--- src/rtl/huc_pkg.sv ---
// Shared constants for the HuCard mapper family: CPU/memory address widths,
// well-known register addresses and a helper for low-bit masks.
package huc_pkg;

  localparam int HUC_CPU_AW = 21;
  localparam int HUC_MEM_AW = 24;

  localparam logic [HUC_CPU_AW-1:0] HUC_BRAM_PAGE = 21'h1EE000;
  localparam logic [HUC_CPU_AW-1:0] HUC_BRAM_UNLK = 21'h1FF807;
  localparam logic [HUC_CPU_AW-1:0] HUC_BRAM_LOCK = 21'h1FF803;
  localparam logic [12:0]           HUC_SF2_REG   = 13'h1FF0;

  function automatic logic [HUC_MEM_AW-1:0] huc_low_mask(input int aw);
    return HUC_MEM_AW'((25'd1 << aw) - 25'd1);
  endfunction

endpackage

--- src/rtl/huc_map_ext_if.sv ---
// CPU bus plus cart memory bus seen by the mapper; master drives the CPU
// side and returns memory data, slave is the mapper itself.
interface huc_map_ext_if;
  import huc_pkg::*;

  logic [HUC_CPU_AW-1:0] cpu_addr;
  logic [7:0]            cpu_data;
  logic                  cpu_oe;
  logic                  cpu_we;
  logic [7:0]            rom_dato;
  logic [7:0]            ram_dato;

  logic [HUC_MEM_AW-1:0] rom_addr;
  logic [7:0]            rom_dati;
  logic                  rom_ce;
  logic                  rom_oe;
  logic                  rom_we;
  logic [HUC_MEM_AW-1:0] ram_addr;
  logic [7:0]            ram_dati;
  logic                  ram_ce;
  logic                  ram_oe;
  logic                  ram_we;
  logic                  cart_ce;
  logic [7:0]            cart_dato;

  modport master (
    output cpu_addr, cpu_data, cpu_oe, cpu_we, rom_dato, ram_dato,
    input  rom_addr, rom_dati, rom_ce, rom_oe, rom_we,
    input  ram_addr, ram_dati, ram_ce, ram_oe, ram_we, cart_ce, cart_dato
  );

  modport slave (
    input  cpu_addr, cpu_data, cpu_oe, cpu_we, rom_dato, ram_dato,
    output rom_addr, rom_dati, rom_ce, rom_oe, rom_we,
    output ram_addr, ram_dati, ram_ce, ram_oe, ram_we, cart_ce, cart_dato
  );

endinterface

--- src/rtl/huc_bus_edge.sv ---
// Registers the CPU strobes and flags their rising edge, so a strobe held
// for many cycles still counts as a single bus event.
module huc_bus_edge (
  input  logic clk,
  input  logic rst,
  input  logic cpu_we,
  input  logic cpu_oe,
  output logic wr_ev,
  output logic rd_ev
);

  logic we_q;
  logic oe_q;

  always_ff @(posedge clk) begin
    if (rst) begin
      we_q <= 1'b0;
      oe_q <= 1'b0;
    end else begin
      we_q <= cpu_we;
      oe_q <= cpu_oe;
    end
  end

  assign wr_ev = cpu_we & ~we_q;
  assign rd_ev = cpu_oe & ~oe_q;

endmodule

--- src/rtl/huc_map_ext.sv ---
// HuCard mapper: ROM window decode with optional SF2 banking and ROM writes,
// plus a lockable backup-RAM window and the cart data-return mux.
module huc_map_ext
  import huc_pkg::*;
#(
  parameter logic [HUC_MEM_AW-1:0] ROM_BASE  = 24'hFE0000,
  parameter int                    ROM_AW    = 17,
  parameter int                    SF2_EN    = 0,
  parameter int                    ROM_WR_EN = 0,
  parameter int                    BRAM_EN   = 1,
  parameter logic [HUC_MEM_AW-1:0] BRAM_BASE = 24'h000000,
  parameter int                    BRAM_AW   = 11
) (
  input  logic          clk,
  input  logic          rst,
  huc_map_ext_if.slave  bus,
  output logic [1:0]    bank,
  output logic          bram_unlocked
);

  localparam logic [HUC_MEM_AW-1:0] ROM_MASK   = huc_low_mask(ROM_AW);
  localparam logic [HUC_MEM_AW-1:0] BRAM_MASK  = huc_low_mask(BRAM_AW);
  localparam logic [HUC_MEM_AW-1:0] TOP8K_MASK = ROM_MASK & ~24'h001FFF;

  logic                  wr_ev;
  logic                  rd_ev;
  logic [1:0]            bank_q, bank_d;
  logic                  unl_q, unl_d;
  logic [HUC_MEM_AW-1:0] addr_ext;
  logic [HUC_MEM_AW-1:0] sf2_src;
  logic [HUC_MEM_AW-1:0] off;
  logic [2:0]            bank_page;
  logic                  sf2_hit;
  logic                  bram_hit;
  logic                  unlk_ev;
  logic                  lock_ev;
  logic                  ram_ce_w;

  huc_bus_edge u_edge (
    .clk    (clk),
    .rst    (rst),
    .cpu_we (bus.cpu_we),
    .cpu_oe (bus.cpu_oe),
    .wr_ev  (wr_ev),
    .rd_ev  (rd_ev)
  );

  // Upper half of the first MB selects one of four 512 KB banks, offset by one.
  always_comb begin
    addr_ext  = {3'b000, bus.cpu_addr};
    bank_page = {1'b0, bank_q} + 3'd1;
    if (bus.cpu_addr[19]) sf2_src = {2'b00, bank_page, bus.cpu_addr[18:0]};
    else                  sf2_src = {5'b00000, bus.cpu_addr[18:0]};
    off = ((SF2_EN != 0) ? sf2_src : addr_ext) & ROM_MASK;
  end

  assign sf2_hit  = ~bus.cpu_addr[20] & (bus.cpu_addr[12:2] == HUC_SF2_REG[12:2]);
  assign bram_hit = (bus.cpu_addr[20:11] == HUC_BRAM_PAGE[20:11]);
  assign unlk_ev  = wr_ev & (bus.cpu_addr == HUC_BRAM_UNLK) & bus.cpu_data[7];
  assign lock_ev  = rd_ev & (bus.cpu_addr == HUC_BRAM_LOCK);

  always_comb begin
    bank_d = bank_q;
    if (wr_ev && sf2_hit) bank_d = bus.cpu_addr[1:0];
    unl_d = unl_q;
    if (BRAM_EN != 0) begin
      if (lock_ev)      unl_d = 1'b0;
      else if (unlk_ev) unl_d = 1'b1;
    end
  end

  always_ff @(posedge clk) begin
    if (rst) begin
      bank_q <= 2'd0;
      unl_q  <= 1'b0;
    end else begin
      bank_q <= bank_d;
      unl_q  <= unl_d;
    end
  end

  assign bank          = bank_q;
  assign bram_unlocked = unl_q;

  assign bus.rom_ce   = ~bus.cpu_addr[20];
  assign bus.rom_oe   = bus.cpu_oe;
  assign bus.rom_addr = ROM_BASE | off;
  assign bus.rom_dati = bus.cpu_data;
  // Bank-register pokes land in the writable top 8 KB; they must not corrupt it.
  assign bus.rom_we   = (ROM_WR_EN != 0) && (SF2_EN == 0) && bus.rom_ce && bus.cpu_we
                        && ((off & TOP8K_MASK) == TOP8K_MASK) && !sf2_hit;

  assign ram_ce_w     = (BRAM_EN != 0) && bram_hit && unl_q;
  assign bus.ram_ce   = ram_ce_w;
  assign bus.ram_oe   = (BRAM_EN != 0) ? bus.cpu_oe : 1'b0;
  assign bus.ram_we   = bus.cpu_we & ram_ce_w;
  assign bus.ram_addr = (BRAM_EN != 0) ? (BRAM_BASE | (addr_ext & BRAM_MASK)) : '0;
  assign bus.ram_dati = (BRAM_EN != 0) ? bus.cpu_data : 8'h00;

  assign bus.cart_ce   = bus.rom_ce | ram_ce_w;
  assign bus.cart_dato = bus.rom_ce ? bus.rom_dato : bus.ram_dato;

endmodule
--- src/flat_wrapper.sv ---
// flat-port wrapper written by rule: the top's interface ports become plain ports
module huc_map_ext_flat import huc_pkg::*;
#(
  parameter logic [HUC_MEM_AW-1:0] ROM_BASE  = 24'hFE0000,
  parameter int                    ROM_AW    = 17,
  parameter int                    SF2_EN    = 0,
  parameter int                    ROM_WR_EN = 0,
  parameter int                    BRAM_EN   = 1,
  parameter logic [HUC_MEM_AW-1:0] BRAM_BASE = 24'h000000,
  parameter int                    BRAM_AW   = 11
)
  (clk, rst, bank, bram_unlocked, bus_cpu_addr, bus_cpu_data, bus_cpu_oe, bus_cpu_we, bus_rom_dato, bus_ram_dato, bus_rom_addr, bus_rom_dati, bus_rom_ce, bus_rom_oe, bus_rom_we, bus_ram_addr, bus_ram_dati, bus_ram_ce, bus_ram_oe, bus_ram_we, bus_cart_ce, bus_cart_dato);
  huc_map_ext_if bus_i ();
  input  logic clk;
  input  logic rst;
  output logic [1:0] bank;
  output logic bram_unlocked;
  input wire logic [$bits(bus_i.cpu_addr)-1:0] bus_cpu_addr;
  input wire logic [$bits(bus_i.cpu_data)-1:0] bus_cpu_data;
  input wire logic [$bits(bus_i.cpu_oe)-1:0] bus_cpu_oe;
  input wire logic [$bits(bus_i.cpu_we)-1:0] bus_cpu_we;
  input wire logic [$bits(bus_i.rom_dato)-1:0] bus_rom_dato;
  input wire logic [$bits(bus_i.ram_dato)-1:0] bus_ram_dato;
  output wire logic [$bits(bus_i.rom_addr)-1:0] bus_rom_addr;
  output wire logic [$bits(bus_i.rom_dati)-1:0] bus_rom_dati;
  output wire logic [$bits(bus_i.rom_ce)-1:0] bus_rom_ce;
  output wire logic [$bits(bus_i.rom_oe)-1:0] bus_rom_oe;
  output wire logic [$bits(bus_i.rom_we)-1:0] bus_rom_we;
  output wire logic [$bits(bus_i.ram_addr)-1:0] bus_ram_addr;
  output wire logic [$bits(bus_i.ram_dati)-1:0] bus_ram_dati;
  output wire logic [$bits(bus_i.ram_ce)-1:0] bus_ram_ce;
  output wire logic [$bits(bus_i.ram_oe)-1:0] bus_ram_oe;
  output wire logic [$bits(bus_i.ram_we)-1:0] bus_ram_we;
  output wire logic [$bits(bus_i.cart_ce)-1:0] bus_cart_ce;
  output wire logic [$bits(bus_i.cart_dato)-1:0] bus_cart_dato;
  assign bus_i.cpu_addr = bus_cpu_addr;
  assign bus_i.cpu_data = bus_cpu_data;
  assign bus_i.cpu_oe = bus_cpu_oe;
  assign bus_i.cpu_we = bus_cpu_we;
  assign bus_i.rom_dato = bus_rom_dato;
  assign bus_i.ram_dato = bus_ram_dato;
  assign bus_rom_addr = bus_i.rom_addr;
  assign bus_rom_dati = bus_i.rom_dati;
  assign bus_rom_ce = bus_i.rom_ce;
  assign bus_rom_oe = bus_i.rom_oe;
  assign bus_rom_we = bus_i.rom_we;
  assign bus_ram_addr = bus_i.ram_addr;
  assign bus_ram_dati = bus_i.ram_dati;
  assign bus_ram_ce = bus_i.ram_ce;
  assign bus_ram_oe = bus_i.ram_oe;
  assign bus_ram_we = bus_i.ram_we;
  assign bus_cart_ce = bus_i.cart_ce;
  assign bus_cart_dato = bus_i.cart_dato;
  huc_map_ext #(.ROM_BASE(ROM_BASE), .ROM_AW(ROM_AW), .SF2_EN(SF2_EN), .ROM_WR_EN(ROM_WR_EN), .BRAM_EN(BRAM_EN), .BRAM_BASE(BRAM_BASE), .BRAM_AW(BRAM_AW)) u_core (.clk(clk), .rst(rst), .bus(bus_i), .bank(bank), .bram_unlocked(bram_unlocked));
endmodule
--- config.mk ---
export PLATFORM = sky130hd
export DESIGN_NAME = huc_map_ext_flat
export DESIGN_NICKNAME = d
export VERILOG_FILES = /design/src/rtl/huc_pkg.sv /design/src/rtl/huc_map_ext_if.sv /design/src/rtl/huc_bus_edge.sv /design/src/rtl/huc_map_ext.sv /design/src/flat_wrapper.sv
export SDC_FILE = /design/constraint.sdc
export NUM_CORES = 1
export LEC_CHECK = 0
export ABC_AREA = 1
export CAP_MARGIN = 10
export CORE_MARGIN = 2
export CORE_UTILIZATION = 27
export CTS_CLUSTER_DIAMETER = 60
export DETAILED_ROUTE_END_ITERATION = 8
export PLACE_DENSITY_LB_ADDON = 0.08
export SETUP_SLACK_MARGIN = 0.15
export SLEW_MARGIN = 30
export SYNTH_ARGS = -nofsm -noshare
export SYNTH_HDL_FRONTEND = slang
export SYNTH_SLANG_ARGS = --single-unit
--- constraint.sdc ---
create_clock -name clk -period 1.1 [get_ports clk]
set_input_delay 0.11 -clock clk [delete_from_list [all_inputs] [get_ports clk]]
set_output_delay 0.11 -clock clk [all_outputs]
set_load 0.1 [all_outputs]
==> impl_metrics.xml <==
<?xml version="1.0" encoding="UTF-8"?>
<metrics>
  <group name="setup_path">
    <metric name="startpoint_type" unit="">register</metric>
    <metric name="data_arrival_time_of_the_worst_path" unit="ns">1.17</metric>
    <metric name="critical_path.top_delay_family" unit="">simple AND/OR/NAND/NOR gates</metric>
    <metric name="timing_worst_setup_path_type" unit="">register to primary output</metric>
    <metric name="path_buf_inv" unit="">1</metric>
    <metric name="crit_required" unit="ns">0.99</metric>
    <metric name="largest_stage_delay_worst_path" unit="ns">0.34</metric>
    <metric name="crit_path_top_delay_cell" unit="">sky130_fd_sc_hd__dfxtp_4</metric>
    <metric name="crit_fanout" unit="">3</metric>
    <metric name="timing.critical_path.cells" unit="">nand2_4 &gt; nor3_4 &gt; nand2_4 &gt; nor2_4 &gt; buf_12</metric>
    <metric name="critical_path.endpoint_type" unit="">primary output</metric>
    <metric name="critical_path.most_common_cell" unit="">sky130_fd_sc_hd__nand2_4</metric>
  </group>
  <group name="power_and_ir_drop">
    <metric name="power_switching_share" unit="%">56.93</metric>
    <metric name="p_leak" unit="uW">0.001341</metric>
    <metric name="power.share.combinational" unit="%">77.6</metric>
    <metric name="power_frac_clock" unit="%">14.4</metric>
    <metric name="share_seq_of_total_power" unit="%">8.0</metric>
    <metric name="pwr_density_cell" unit="nW/um^2">883.1</metric>
    <metric name="net_switching_component_of_the_power" unit="uW">1330</metric>
    <metric name="finalPower" unit="uW">2336</metric>
    <metric name="p_int" unit="uW">1006</metric>
    <metric name="ir_worst_vdd" unit="mV">0.6667</metric>
  </group>
  <group name="sta">
    <metric name="timing.final.ws_setup" unit="ns">-0.1754</metric>
    <metric name="post_route_clock_skew" unit="ns">0.0006071</metric>
    <metric name="finalSetupViolations" unit="">3</metric>
    <metric name="rsz_0062_raised_after_global_routing" unit="">true</metric>
    <metric name="layout_min_cycle_time" unit="ns">1.275</metric>
    <metric name="post-route-period-util" unit="%">115.9</metric>
    <metric name="hold_viol_final" unit="">0</metric>
    <metric name="max_freq" unit="MHz">784.1</metric>
    <metric name="finalMaxSlewViolations" unit="">0</metric>
  </group>
  <group name="yosys">
    <metric name="synth.largest_area_cell" unit="">sky130_fd_sc_hd__buf_4</metric>
    <metric name="cell_count_after_synthesis" unit="">174</metric>
    <metric name="ys.warnings.count" unit="">0</metric>
    <metric name="post_synthesis_adder_cell_area_fraction" unit="%">0</metric>
    <metric name="synth-xor-area-share" unit="%">0</metric>
    <metric name="synth_mux_area_share" unit="%">0</metric>
    <metric name="synth_enable_flop_cells" unit="">0</metric>
    <metric name="async_reset_ff_share" unit="%">0</metric>
    <metric name="syn_avg_cell_area" unit="um^2">6.127</metric>
    <metric name="synth_seq_cells" unit="">5</metric>
    <metric name="simple_gate_share_of_the_synthesized_area" unit="%">34.98</metric>
    <metric name="netlist_top_cells_count" unit="">67 x sky130_fd_sc_hd__buf_4, 43 x sky130_fd_sc_hd__nand2_1, 20 x sky130_fd_sc_hd__nor2_1, 14 x sky130_fd_sc_hd__inv_1</metric>
    <metric name="main_combinational_cell_family_by_area_after_synthesis" unit="">buffers and inverters</metric>
    <metric name="synth.most_common_cell" unit="">sky130_fd_sc_hd__buf_4</metric>
    <metric name="ys_types" unit="">17</metric>
    <metric name="netlist_area" unit="um^2">1066</metric>
    <metric name="synth-seq-area-share" unit="%">9.390</metric>
    <metric name="post_synth_main_area_contributors" unit="">sky130_fd_sc_hd__buf_4 47%, sky130_fd_sc_hd__nand2_1 15%, sky130_fd_sc_hd__dfxtp_1 9.4%</metric>
    <metric name="postSynth.topFlopCell" unit="">sky130_fd_sc_hd__dfxtp_1</metric>
    <metric name="synth_largest_type_area_fraction" unit="%">47.18</metric>
    <metric name="synth-compound-area-share" unit="%">0</metric>
  </group>
  <group name="job">
    <metric name="maxCapViolCount" unit="">0</metric>
  </group>
  <group name="floorplan">
    <metric name="placementRows" unit="">22</metric>
    <metric name="io_pins" unit="">131</metric>
    <metric name="die_width" unit="um">66.84</metric>
    <metric name="fp.coreArea" unit="um^2">3716</metric>
    <metric name="vertical_extent_of_the_die" unit="um">66.84</metric>
    <metric name="die_area" unit="um^2">4467</metric>
    <metric name="initial_utilization" unit="%">28.69</metric>
  </group>
  <group name="cts">
    <metric name="cts_tree" unit="">done</metric>
    <metric name="worstSkewPairLatency" unit="ns">0.22</metric>
    <metric name="cts_num_sinks" unit="">5</metric>
    <metric name="cts_max_path_buffers" unit="">2</metric>
    <metric name="clock_input_transition_at_the_sequential_cells_of_the_worst_setup_and_hold_paths" unit="ns">0.03</metric>
    <metric name="root_buffer_cell" unit="">sky130_fd_sc_hd__clkbuf_8</metric>
    <metric name="num_cts_buffers" unit="">3</metric>
    <metric name="htree_num_levels" unit="">1</metric>
    <metric name="cts.hold.buffers_added" unit="">0</metric>
  </group>
  <group name="drt">
    <metric name="totalWireLength" unit="um">3817</metric>
    <metric name="postRouteAntennaNets" unit="">0</metric>
    <metric name="via_count" unit="">1218</metric>
    <metric name="detail_route.wl_per_cell" unit="um">12.47</metric>
    <metric name="detail_routed_via_count_per_cell" unit="">3.980</metric>
    <metric name="drt-initial-drc-count" unit="">6</metric>
    <metric name="number_of_detailed_routing_iterations_run_before_antenna_repair" unit="">4</metric>
    <metric name="drc_errors" unit="">0</metric>
  </group>
  <group name="finish">
    <metric name="layout-drive-gt1-share" unit="%">64.34</metric>
    <metric name="antenna_cells_inserted" unit="">0</metric>
    <metric name="post-route-util" unit="%">71.18</metric>
    <metric name="areaGrowthSynthToFinish" unit="%">148.1</metric>
    <metric name="finish.net_count" unit="">308</metric>
    <metric name="regArea" unit="um^2">107.6</metric>
    <metric name="multi_input_comb_area" unit="um^2">691.9</metric>
    <metric name="n_fill_cell" unit="">289</metric>
  </group>
  <group name="run_status">
    <metric name="violations_in_the_final_reports" unit="">setup timing</metric>
    <metric name="status" unit="">finished with violations</metric>
  </group>
  <group name="global_routing">
    <metric name="grt_usage" unit="%">16.55</metric>
    <metric name="wire_length_of_the_first_global_routing_pass" unit="um">5678</metric>
    <metric name="antenna_found_initial" unit="">0</metric>
    <metric name="maximum_number_of_pins_on_one_net_before_global_route_repair" unit="">6</metric>
    <metric name="first_global_vias" unit="">1247</metric>
    <metric name="gr-total-overflow" unit="">0</metric>
  </group>
  <group name="place">
    <metric name="port_buffers" unit="">88</metric>
    <metric name="place.gp.congestion" unit="">0.7734</metric>
    <metric name="detailedPlacementHpwl" unit="um">3202</metric>
  </group>
  <group name="worst_hold_path">
    <metric name="timing.hold.worst.class" unit="">input port to primary output</metric>
  </group>
</metrics>
==> area by class of cell <==
class / count / share of cell area (%)
Tap cell: 48 / 2.271
Timing Repair Buffer: 130 / 63.29
Clock buffer: 4 / 1.703
Multi-Input combinational cell: 103 / 26.16
Inverter: 16 / 2.507
Sequential cell: 5 / 4.068
==> per-layer routing <==
layer,vias to the layer above,wire length (um),global-route usage (%)
met2,57,2226,33.75
met5,-,0,0
met1,547,1091,16.57
li1,604,-,-
met4,0,63,4.082
met3,10,434,3.547
==> what timing repair did <==
item | 4_1_cts | 5_1_grt
setup buffers | 10 | 1
gates cloned | 1 | 0
pin swaps | 34 | 14
endpoints found under the setup margin | 48 | 14
resized for setup | 113 | 20
==> path summary, 6_finish.rpt <==
check | cells past startpoint | end | startpoint | slack, ns
hold / removal | 0 | bus_ram_dati[6] | bus_cpu_data[6] | 0.22
hold reg to reg | 2 | u_core.bank[0] | u_core.bank[0] | 0.51
setup / recovery | 5 | bus_ram_we | u_core.bram_unlocked | -0.18
setup reg to reg | 5 | u_core.bram_unlocked | u_core.bram_unlocked | 0.16
==> flip-flops by register name, indices dropped and copies added (netlist names) <==
| signal | count |
|---|---|
| u_core.u_edge.we_q | 1 |
| u_core.bram_unlocked | 1 |
| u_core.bank | 2 |
| u_core.u_edge.oe_q | 1 |
==> cell usage in the layout, fill, tap and decap left out, types with 2 or more instances in the layout <==
| cell | synthesis | routed |
|---|---|---|
| sky130_fd_sc_hd__nand4_1 | 3 | 3 |
| sky130_fd_sc_hd__inv_1 | 14 | 9 |
| sky130_fd_sc_hd__nand3_2 | 0 | 2 |
| sky130_fd_sc_hd__buf_12 | 0 | 47 |
| sky130_fd_sc_hd__conb_1 | 2 | 21 |
| sky130_fd_sc_hd__nand2_2 | 1 | 18 |
| sky130_fd_sc_hd__clkbuf_8 | 0 | 3 |
| sky130_fd_sc_hd__buf_8 | 0 | 2 |
| sky130_fd_sc_hd__inv_2 | 2 | 5 |
| sky130_fd_sc_hd__dfxtp_2 | 0 | 3 |
| sky130_fd_sc_hd__clkdlybuf4s15_1 | 0 | 2 |
| sky130_fd_sc_hd__nand2_4 | 1 | 16 |
| sky130_fd_sc_hd__nand2_1 | 43 | 10 |
| sky130_fd_sc_hd__nor2_2 | 5 | 11 |
| sky130_fd_sc_hd__nor2_4 | 0 | 4 |
| sky130_fd_sc_hd__buf_4 | 67 | 28 |
| sky130_fd_sc_hd__nand3b_1 | 3 | 3 |
| sky130_fd_sc_hd__dlygate4sd2_1 | 0 | 30 |
| sky130_fd_sc_hd__buf_2 | 0 | 3 |
| sky130_fd_sc_hd__nor2_1 | 20 | 10 |
| sky130_fd_sc_hd__buf_6 | 2 | 15 |
==> power by group through the flow <==
stage | Clock (uW) | Combinational [uW] | Sequential, uW
6_report | 337 | 1810 | 187
5_1_grt | 358 | 1860 | 187
4_1_cts | 348 | 1800 | 186
3_5_place_dp | 0 | 1770 | 188
3_3_place_gp | 0 | 1750 | 188
2_1_floorplan | 0 | 1480 | 188
==> through the flow <==
step / setup TNS [ns] / area (um^2) / hold WS, ns / std cells / setup slack, ns
final: -0.4486 / 2645 / 0.2201 / 306 / -0.1754
after global routing: -0.6521 / 2645 / 0.2202 / 306 / -0.2391
after CTS: -0.4994 / 2587 / 0.2211 / 305 / -0.1929
after detailed placement: -5.070 / 2352 / 0.2211 / 290 / -0.3966
after global placement: -4.839 / 2352 / 0.2211 / 290 / -0.3886
after floorplan: -0.9058 / 1241 / 0.1824 / 193 / -0.4607
==> cells by family after synthesis <==
group / count (synthesis)
simple gates: 82
other cells: 2
buf+inv: 85
flops: 5
Power figures use the tool's default switching activity.
